===== config.mk =====
export PLATFORM = sky130hd
export DESIGN_NAME = rom_port_arbiter
export DESIGN_NICKNAME = d
export VERILOG_FILES = /design/src/rtl/rom_port_arbiter.sv
export SDC_FILE = /design/constraint.sdc
export NUM_CORES = 1
export LEC_CHECK = 0
export CAP_MARGIN = 20
export CORE_UTILIZATION = 45
export CTS_CLUSTER_DIAMETER = 150
export DETAILED_ROUTE_END_ITERATION = 10
export PLACE_DENSITY = 0.86
export SETUP_SLACK_MARGIN = 0.4
export SKIP_LAST_GASP = 1
export SYNTH_ARGS = -nofsm -noshare
export SYNTH_HDL_FRONTEND = slang
export SYNTH_SLANG_ARGS = --single-unit

===== constraint.sdc =====
create_clock -name clock_i -period 5.3 [get_ports clock_i]
set_clock_uncertainty 0.05 [all_clocks]
set_input_delay 1.59 -clock clock_i [delete_from_list [all_inputs] [get_ports clock_i]]
set_output_delay 1.59 -clock clock_i [all_outputs]
set_load 0.02 [all_outputs]

===== src/rtl/rom_port_arbiter.sv =====
// Shares the single-ported instruction ROM between the fetch port and the data-load port
// using round-robin arbitration, fixed-length ROM access and a one-cycle response pulse.
//
// state      | meaning
// IDLE       | bus released; arbitrate between pending requests
// ACCESS     | cs/oe driven with the latched address; counting down wait cycles
// RESPOND    | one-cycle rsp_valid pulse to the granted port
module rom_port_arbiter #(
    parameter int WAIT_CYCLES = 1
) (
    input  logic        clock_i,
    input  logic        reset_i,
    input  logic        ireq_valid_i,
    input  logic [31:0] ireq_addr_i,
    output logic        ireq_ready_o,
    output logic        irsp_valid_o,
    output logic [63:0] irsp_data_o,
    input  logic        dreq_valid_i,
    input  logic [31:0] dreq_addr_i,
    output logic        dreq_ready_o,
    output logic        drsp_valid_o,
    output logic [63:0] drsp_data_o,
    output logic [31:0] rom_address_o,
    output logic        rom_chip_select_o,
    output logic        rom_output_enable_o,
    input  logic [63:0] rom_data_i,
    output logic        busy_o
);

    localparam logic [1:0] ST_IDLE    = 2'd0;
    localparam logic [1:0] ST_ACCESS  = 2'd1;
    localparam logic [1:0] ST_RESPOND = 2'd2;

    localparam logic PORT_I = 1'b0;
    localparam logic PORT_D = 1'b1;

    localparam logic [3:0] WAIT_LOAD = 4'(WAIT_CYCLES - 1);

    logic [1:0]  state_q, state_d;
    logic        gnt_q, gnt_d;
    logic        last_grant_q, last_grant_d;
    logic [3:0]  cnt_q, cnt_d;
    logic [31:0] addr_q, addr_d;
    logic [63:0] irsp_data_q, irsp_data_d;
    logic [63:0] drsp_data_q, drsp_data_d;
    logic        grant_i, grant_d;
    logic        win_i, win_d;

    // Data wins a conflict only when the instruction port had the previous grant.
    assign win_d = dreq_valid_i && (!ireq_valid_i || (last_grant_q == PORT_I));
    assign win_i = ireq_valid_i && !win_d;

    always_comb begin
        state_d      = state_q;
        gnt_d        = gnt_q;
        last_grant_d = last_grant_q;
        cnt_d        = cnt_q;
        addr_d       = addr_q;
        irsp_data_d  = irsp_data_q;
        drsp_data_d  = drsp_data_q;
        grant_i      = 1'b0;
        grant_d      = 1'b0;

        case (state_q)
            ST_IDLE: begin
                if (!reset_i && (win_i || win_d)) begin
                    grant_i      = win_i;
                    grant_d      = win_d;
                    gnt_d        = win_d ? PORT_D : PORT_I;
                    last_grant_d = win_d ? PORT_D : PORT_I;
                    addr_d       = win_d ? dreq_addr_i : ireq_addr_i;
                    cnt_d        = WAIT_LOAD;
                    state_d      = ST_ACCESS;
                end
            end
            ST_ACCESS: begin
                if (cnt_q == 4'd0) begin
                    if (gnt_q == PORT_D) begin
                        drsp_data_d = rom_data_i;
                    end else begin
                        irsp_data_d = rom_data_i;
                    end
                    state_d = ST_RESPOND;
                end else begin
                    cnt_d = cnt_q - 4'd1;
                end
            end
            ST_RESPOND: begin
                state_d = ST_IDLE;
            end
            default: begin
                state_d = ST_IDLE;
            end
        endcase
    end

    always_ff @(posedge clock_i) begin
        if (reset_i) begin
            state_q      <= ST_IDLE;
            gnt_q        <= PORT_I;
            last_grant_q <= PORT_D;
            cnt_q        <= 4'd0;
            addr_q       <= 32'd0;
            irsp_data_q  <= 64'd0;
            drsp_data_q  <= 64'd0;
        end else begin
            state_q      <= state_d;
            gnt_q        <= gnt_d;
            last_grant_q <= last_grant_d;
            cnt_q        <= cnt_d;
            addr_q       <= addr_d;
            irsp_data_q  <= irsp_data_d;
            drsp_data_q  <= drsp_data_d;
        end
    end

    assign ireq_ready_o        = grant_i;
    assign dreq_ready_o        = grant_d;
    assign irsp_valid_o        = (state_q == ST_RESPOND) && (gnt_q == PORT_I);
    assign drsp_valid_o        = (state_q == ST_RESPOND) && (gnt_q == PORT_D);
    assign irsp_data_o         = irsp_data_q;
    assign drsp_data_o         = drsp_data_q;
    assign rom_chip_select_o   = (state_q == ST_ACCESS);
    assign rom_output_enable_o = (state_q == ST_ACCESS);
    assign rom_address_o       = (state_q == ST_ACCESS) ? addr_q : 32'd0;
    assign busy_o              = (state_q != ST_IDLE);

endmodule


==> results of run 1 <==
## state kept, by name, indices dropped and copies added, names as in the netlist
register	cells
addr_q	32
cnt_q	4
drsp_data_o	64
gnt_q	1
irsp_data_o	64
last_grant_q	1
state_q	2
## final cells by class
| cell class | instances | area share, % |
|---|---|---|
| flip-flops and latches | 168 | 33.2 |
| clock inverters | 7 | 1.21 |
| multi-input cells | 550 | 28.3 |
| well taps | 184 | 2.27 |
| inverters | 8 | 0.296 |
| repair buffers | 309 | 30.2 |
| clock buffers | 21 | 4.45 |
## worst paths after layout
| check | end | slack [ps] | cells after the start |
|---|---|---|---|
| max | dreq_ready_o | 460 | 6 |
| min | addr_q[4] | 400 | 2 |
| max reg2reg | cnt_q[1] | 2960 | 5 |
| min reg2reg | addr_q[4] | 400 | 2 |
## per-layer routing
layer  vias up  global-route usage, %  share of wire (%)
met5         -                      0                  0
met4         0                   11.5                2.9
met3        29                   7.10                8.1
met2       249                   42.4                 50
met1      2832                   27.7                 39
li1       3082                      -                  -
## power groups by stage
stage	Combinational [mW]	Sequential, mW	Clock (mW)
floorplan	0.197	1.42	0
global placement	0.443	1.39	0
detailed placement	0.449	1.39	0
CTS	0.451	1.36	1.24
global route	0.484	1.37	1.31
finish	0.448	1.36	1.22
## cell usage after synthesis
cell,number
sky130_fd_sc_hd__nand2_1,276
sky130_fd_sc_hd__dfxtp_1,168
sky130_fd_sc_hd__a21oi_1,96
sky130_fd_sc_hd__a21oi_2,36
sky130_fd_sc_hd__o21ai_0,35
sky130_fd_sc_hd__and2_1,32
sky130_fd_sc_hd__mux2i_1,32
sky130_fd_sc_hd__buf_6,25
sky130_fd_sc_hd__clkbuf_1,21
sky130_fd_sc_hd__nand2_2,14
sky130_fd_sc_hd__buf_2,7
sky130_fd_sc_hd__inv_1,7
sky130_fd_sc_hd__buf_4,3
sky130_fd_sc_hd__nor2_1,3
sky130_fd_sc_hd__nor3b_1,3
sky130_fd_sc_hd__or3_1,3
sky130_fd_sc_hd__a21boi_0,2
sky130_fd_sc_hd__ha_1,2
sky130_fd_sc_hd__nand2b_1,2
sky130_fd_sc_hd__nand3_1,2
sky130_fd_sc_hd__nor4_4,2
sky130_fd_sc_hd__or4_1,2
sky130_fd_sc_hd__a21boi_1,1
sky130_fd_sc_hd__a21o_1,1
sky130_fd_sc_hd__a32oi_2,1
sky130_fd_sc_hd__and3_1,1
sky130_fd_sc_hd__clkbuf_2,1
sky130_fd_sc_hd__inv_2,1
sky130_fd_sc_hd__nor4_1,1
sky130_fd_sc_hd__or2_2,1
sky130_fd_sc_hd__or3_2,1
sky130_fd_sc_hd__or3b_1,1
## layout by cell type, fill, tap and decap left out, types with 3 or more instances in the layout
master,n
sky130_fd_sc_hd__a21oi_1,95
sky130_fd_sc_hd__a21oi_2,37
sky130_fd_sc_hd__and2_1,32
sky130_fd_sc_hd__buf_4,12
sky130_fd_sc_hd__bufinv_16,3
sky130_fd_sc_hd__clkbuf_1,3
sky130_fd_sc_hd__clkbuf_16,17
sky130_fd_sc_hd__clkdlybuf4s50_1,295
sky130_fd_sc_hd__dfxtp_1,168
sky130_fd_sc_hd__inv_1,7
sky130_fd_sc_hd__mux2i_1,32
sky130_fd_sc_hd__nand2_1,276
sky130_fd_sc_hd__nand2_2,14
sky130_fd_sc_hd__nor2_1,3
sky130_fd_sc_hd__nor3b_1,3
sky130_fd_sc_hd__o21ai_0,35
sky130_fd_sc_hd__or3_1,3
## kinds of logic (layout without fill, tap and decap cells)
logic type / Yosys count / in the layout / synth area share, %
compound gates: 172 / 172 / 15.3
fa+ha+maj: 2 / 2 / 0.375
buf+inv: 65 / 345 / 6.79
flops: 168 / 168 / 50.4
mux: 32 / 32 / 4.80
simple gates: 344 / 344 / 22.4
## critical path: stages
cell and delay, ps:
sky130_fd_sc_hd__clkdlybuf4s50_1 560, sky130_fd_sc_hd__or2_2 190, sky130_fd_sc_hd__nand3_1 150, sky130_fd_sc_hd__nor2_1 220
sky130_fd_sc_hd__buf_4 170, sky130_fd_sc_hd__clkdlybuf4s15_1 310
## timing repair
action / in CTS / in global routing
cloned: 0 / 0
pin swaps: 0 / 0
endpoints found under the setup margin: 2 / 1
resized for setup: 2 / 1
## metrics by stage
stage          hold WS (ps)  std cells  worst slack (ps)
2_1_floorplan           367        783               933
3_3_place_gp            379       1219               216
3_5_place_dp            384       1219               173
4_1_cts                 400       1247               434
5_1_grt                 413       1247               430
6_report                397       1247               463
==> flow_summary_export.csv, run 1 <==
group,metric,value,unit
floorplan,placement_rows,44,
grt,grt_remaining_overflow,0,
cells_and_area,layout.nets,1188,
route,drc,0,
cells_and_area,layout.cell_area.non_filler,0.0101,mm2
logic_synthesis,post_synth.cell_area_avg,8.52,um2
sta,max_slew.worst_pin.slew,913,ps
logic_synthesis,synth_seq_area_share,50.4,%
cells_and_area,area.sequential,0.00336,mm2
placed_design,gp_congestion,0.798,
route,final_antenna_net_count,0,
floorplan,initial_core_util,46.1,%
power,net-switching-power,740,uW
clocking,max-clock-path-buffers,2,
clocking,cts_hold_buf,0,
run,max_cap_viol,0,
grt,first_global_vias,5732,
sta,finalHoldViolations,0,
power,sequentialPowerShare,44.9,%
logic_synthesis,synth_top_area_share,50.4,%
worst_setup_path,path_max_fanout,5,
worst_setup_path,crit_path_class,"in -> out",
grt,grt_pass1_wl,28800,um
run_status,run_status,"finished, final reports clean",
worst_setup_path,start_kind,"input pin",
worst_setup_path,crit-reg2reg-launch,"state_q[1]",
route,firstDrtPassIters,4,
floorplan,floorplan.die_area,0.0153,mm2
route,finalWirelength,19200,um
logic_synthesis,number_of_cells_produced_by_synthesis,783,
floorplan,io_pins,299,
clocking,cts_inserted_buffers,17,
route,wl_per_cell,15.4,um
power,ir_worst_vdd,0.197,mV
logic_synthesis,synth_top_cell_by_area,"sky130_fd_sc_hd__dfxtp_1",
logic_synthesis,synth.area.top_cells,"sky130_fd_sc_hd__dfxtp_1 50%, sky130_fd_sc_hd__nand2_1 16%, sky130_fd_sc_hd__a21oi_1 7.2%, sky130_fd_sc_hd__mux2i_1 4.8%, sky130_fd_sc_hd__a21oi_2 4.7%",
power,total_leakage_power,3.52,nW
min_path,hold_path.class,"reg -> reg",
sta,setup_total_negative_slack,0,ps
power,fin_total_pwr,3.03,mW
clocking,clock_tree.root_cell,"sky130_fd_sc_hd__clkbuf_16",
power,powerDensity,299,mW/mm2
route,drt_iter0_markers,346,
power,internal_power,2.29,mW
clocking,post_cts.repair.setup_buffers,0,
clocking,cts_max_level,4,
sta,max_clock_freq,207,MHz
sta,setup_repair_after_global_routing_missed_its_margin,"no",
placed_design,dpl.hpwl,13000,um
floorplan,design.core.area,0.0145,mm2
sta,max-slew-margin-rel,39.1,%
floorplan,die_w,124,um
logic_synthesis,flops_latches_synth,168,
clocking,cts_tree,"yes",
logic_synthesis,synthesis.area,0.00667,mm2
cells_and_area,final_core_util,70.0,%
route,avgViaCountPerCell,4.97,
grt,grt_max_degree,74,
sta,finalMaxSlewViolations,0,
sta,period_needed,4840,ps
worst_setup_path,crit_arrival,3200,ps
worst_setup_path,crit_required,3660,ps
power,netSwitchingFraction,24.4,%
power,part_of_the_total_power_dissipated_in_the_clock_network,40.3,%
cells_and_area,layout-drive-gt1-share,9.13,%
worst_setup_path,worst_setup_path_end_kind,"output pin",
cells_and_area,synthToLayoutAreaGrowth,51.9,%
sta,setup_violations,0,
cells_and_area,multiInputGateArea,0.00287,mm2
sta,period_share,91.3,%
logic_synthesis,netlist-cell-type-count,32,
clocking,clkSinkCount,168,
worst_setup_path,crit_path_start,"ireq_valid_i",
clocking,clk-insertion-delay-late,420,ps
cells_and_area,layout.filler_cells,1089,
min_path,beginning_of_the_worst_hold_path,"addr_q[4]",
grt,grt_antenna_before_repair,0,
logic_synthesis,syn-num-nets,917,
grt,grt_util_all_layers,24.6,%
placed_design,dpl-instance-area,0.00956,mm2
cells_and_area,insertedDiodeCount,0,
route,route.vias.total,6192,
power,p_comb_share,14.8,%
logic_synthesis,synthesis_warnings,0,
placed_design,io_buffers,298,
floorplan,die-height,124,um
clocking,clk_transition_reported_paths,60,ps
Power figures use the tool's default switching activity.
==> run 2: changes to the inputs <==
CELL_PAD_IN_SITES_DETAIL_PLACEMENT = 1   (was unset)
CELL_PAD_IN_SITES_GLOBAL_PLACEMENT = 1   (was unset)
CORE_UTILIZATION = 32   (was 45)
PLACE_DENSITY = unset   (was 0.86)
PLACE_DENSITY_LB_ADDON = 0.1   (was unset)
==> run 2 against run 1 <==
Effect of this change: largest power group unchanged; global-route usage decreased by 4.0 points; routed wire length increased by 13%; setup slack improved by 170 ps; cell count increased by 7.1%.
==> flow_summary_export.csv, run 2 (synthesized netlist as in run 1, its figures left out) <==
group,metric,value,unit
route,drt_iter0_markers,218,
worst_setup_path,rr_endpoint,"irsp_data_o[22]",
floorplan,design.core.area,0.0204,mm2
worst_setup_path,path_buf_inv,2,
cells_and_area,insertedDiodeCount,0,
clocking,clk_transition_reported_paths,70,ps
sta,finalHoldViolations,0,
grt,grt_pass1_wl,34400,um
cells_and_area,most-common-layout-cells,"295 x sky130_fd_sc_hd__clkdlybuf4s50_1, 276 x sky130_fd_sc_hd__nand2_1, 168 x sky130_fd_sc_hd__dfxtp_1, 95 x sky130_fd_sc_hd__a21oi_1, 37 x sky130_fd_sc_hd__a21oi_2",
worst_setup_path,cp_top_delay_family,"buffers and inverters",
grt,first_global_vias,6346,
sta,finalMaxSlewViolations,0,
power,part_of_the_total_power_dissipated_in_the_clock_network,41.8,%
worst_setup_path,worst_setup_path_end_kind,"output pin",
clocking,cts-resized-gates,2,
floorplan,die-height,146,um
placed_design,dpl-instance-area,0.00966,mm2
run_status,run_status,"finished, final reports clean",
power,sequentialPowerShare,43.7,%
cells_and_area,layout.cells.most_common,"sky130_fd_sc_hd__clkdlybuf4s50_1",
cells_and_area,layout.nets,1187,
power,powerDensity,303,mW/mm2
floorplan,io_pins,299,
power,total_leakage_power,3.54,nW
clocking,cts_inserted_buffers,17,
clocking,clk-insertion-delay-late,420,ps
route,final_antenna_net_count,0,
grt,grt_util_all_layers,20.6,%
floorplan,die_w,146,um
cells_and_area,layout.cell_area.non_filler,0.0103,mm2
route,drc,0,
floorplan,initial_core_util,32.8,%
cells_and_area,layout-drive-gt1-share,9.48,%
sta,max-slew-margin-rel,34.0,%
power,internal_power,2.30,mW
cells_and_area,final_core_util,50.4,%
sta,max_clock_freq,214,MHz
clocking,clock_tree.root_cell,"sky130_fd_sc_hd__clkbuf_16",
grt,grt_max_degree,69,
worst_setup_path,worstSetupEndpoint,"ireq_ready_o",
clocking,clkSinkCount,168,
worst_setup_path,worst_path_largest_cell_delay,560,ps
route,route.vias.total,6200,
power,netSwitchingFraction,25.9,%
run,max_cap_viol,0,
placed_design,io_buffers,298,
worst_setup_path,crit_chain,"clkdlybuf4s50_1 -> or2_2 -> nand3_1 -> nor3b_1 -> dlygate4sd2_1",
placed_design,gp_congestion,0.767,
floorplan,placement_rows,52,
worst_setup_path,crit_path_start,"ireq_valid_i",
sta,period_needed,4670,ps
clocking,cts_hold_buf,0,
sta,setup_repair_after_global_routing_missed_its_margin,"no",
power,p_comb_share,14.5,%
clocking,max-clock-path-buffers,2,
worst_setup_path,path_max_fanout,4,
worst_setup_path,crit_arrival,3030,ps
sta,setup_total_negative_slack,0,ps
clocking,post_cts.repair.setup_buffers,0,
sta,max_slew.worst_pin.slew,989,ps
worst_setup_path,reg2reg_depth,7,
worst_setup_path,cp.depth,5,
power,net-switching-power,806,uW
worst_setup_path,slowest_stage,"sky130_fd_sc_hd__clkdlybuf4s50_1",
clocking,cts_max_level,4,
sta,period_share,88.0,%
worst_setup_path,crit-reg2reg-launch,"cnt_q[0]",
sta,setup_violations,0,
power,ir_worst_vdd,0.240,mV
worst_setup_path,crit_path_class,"in -> out",
worst_setup_path,crit_required,3660,ps
grt,grt_remaining_overflow,0,
cells_and_area,synthToLayoutAreaGrowth,53.9,%
route,finalWirelength,21700,um
grt,grt_antenna_before_repair,0,
clocking,cts_tree,"yes",
route,firstDrtPassIters,4,
route,avgViaCountPerCell,4.64,
floorplan,floorplan.die_area,0.0214,mm2
worst_setup_path,start_kind,"input pin",
worst_setup_path,regToRegSetupSlack,2760,ps
placed_design,dpl.hpwl,14600,um
min_path,hold_path.class,"reg -> reg",
route,wl_per_cell,16.3,um
-- run 2: cell types whose count changed in the layout (fill, tap and decap cells not counted), sizes merged --
cell / delta
buf: -1
clkbuf: -2
clkdlybuf4s15: -1
clkinv: +1
dlygate4sd2: +1
inv: +4
-- run 2: power by group through the flow --
stage / Sequential [mW] / Combinational, mW / Clock [mW]
after floorplan: 1.42 / 0.197 / 0
after global placement: 1.39 / 0.450 / 0
after detailed placement: 1.39 / 0.457 / 0
after CTS: 1.36 / 0.459 / 1.34
after global routing: 1.37 / 0.490 / 1.38
final: 1.36 / 0.451 / 1.30
-- run 2: through the flow --
stage / power, mW / hold slack [ps] / setup WS, ps / cells
2_1_floorplan: 1.61 / 367 / 933 / 783
3_3_place_gp: 1.84 / 381 / 357 / 1304
3_5_place_dp: 1.84 / 392 / 343 / 1304
4_1_cts: 3.16 / 407 / 632 / 1335
5_1_grt: 3.24 / 419 / 527 / 1335
6_report: 3.11 / 401 / 634 / 1335
-- run 2: how the worst min path moves through the flow --
stage,startpoint,to,depth (start not counted)
after CTS,irsp_data_o[8],irsp_data_o[8],2
after floorplan,addr_q[0],addr_q[0],2
final,addr_q[20],addr_q[20],2
after global placement,addr_q[21],addr_q[21],2
after global routing,drsp_data_o[12],drsp_data_o[12],2
after detailed placement,addr_q[20],addr_q[20],2
-- run 2: area by class of cell --
type / instances / area [um2]
Sequential cell: 168 / 3360
Clock buffer: 19 / 443
Fill cell: 2399 / 10100
Clock inverter: 12 / 165
Multi-Input combinational cell: 550 / 2870
Inverter: 8 / 30.0
Timing Repair Buffer: 308 / 3050
Tap cell: 270 / 338
-- run 2: worst min-delay path, delay by kind of cell (launching register included) --
family,cells,cell delay (ps)
AO/OA/AOI/OAI,1,60
flip-flops,1,320
AND/OR/NAND/NOR,1,40
-- run 2: routing by layer --
metal	global-route usage, %	up-vias	share of wire (%)
li1	-	3076	-
met1	24.8	2907	44
met2	34.7	193	48
met3	6.00	24	5.8
met4	7.45	0	2.2
met5	0	-	0
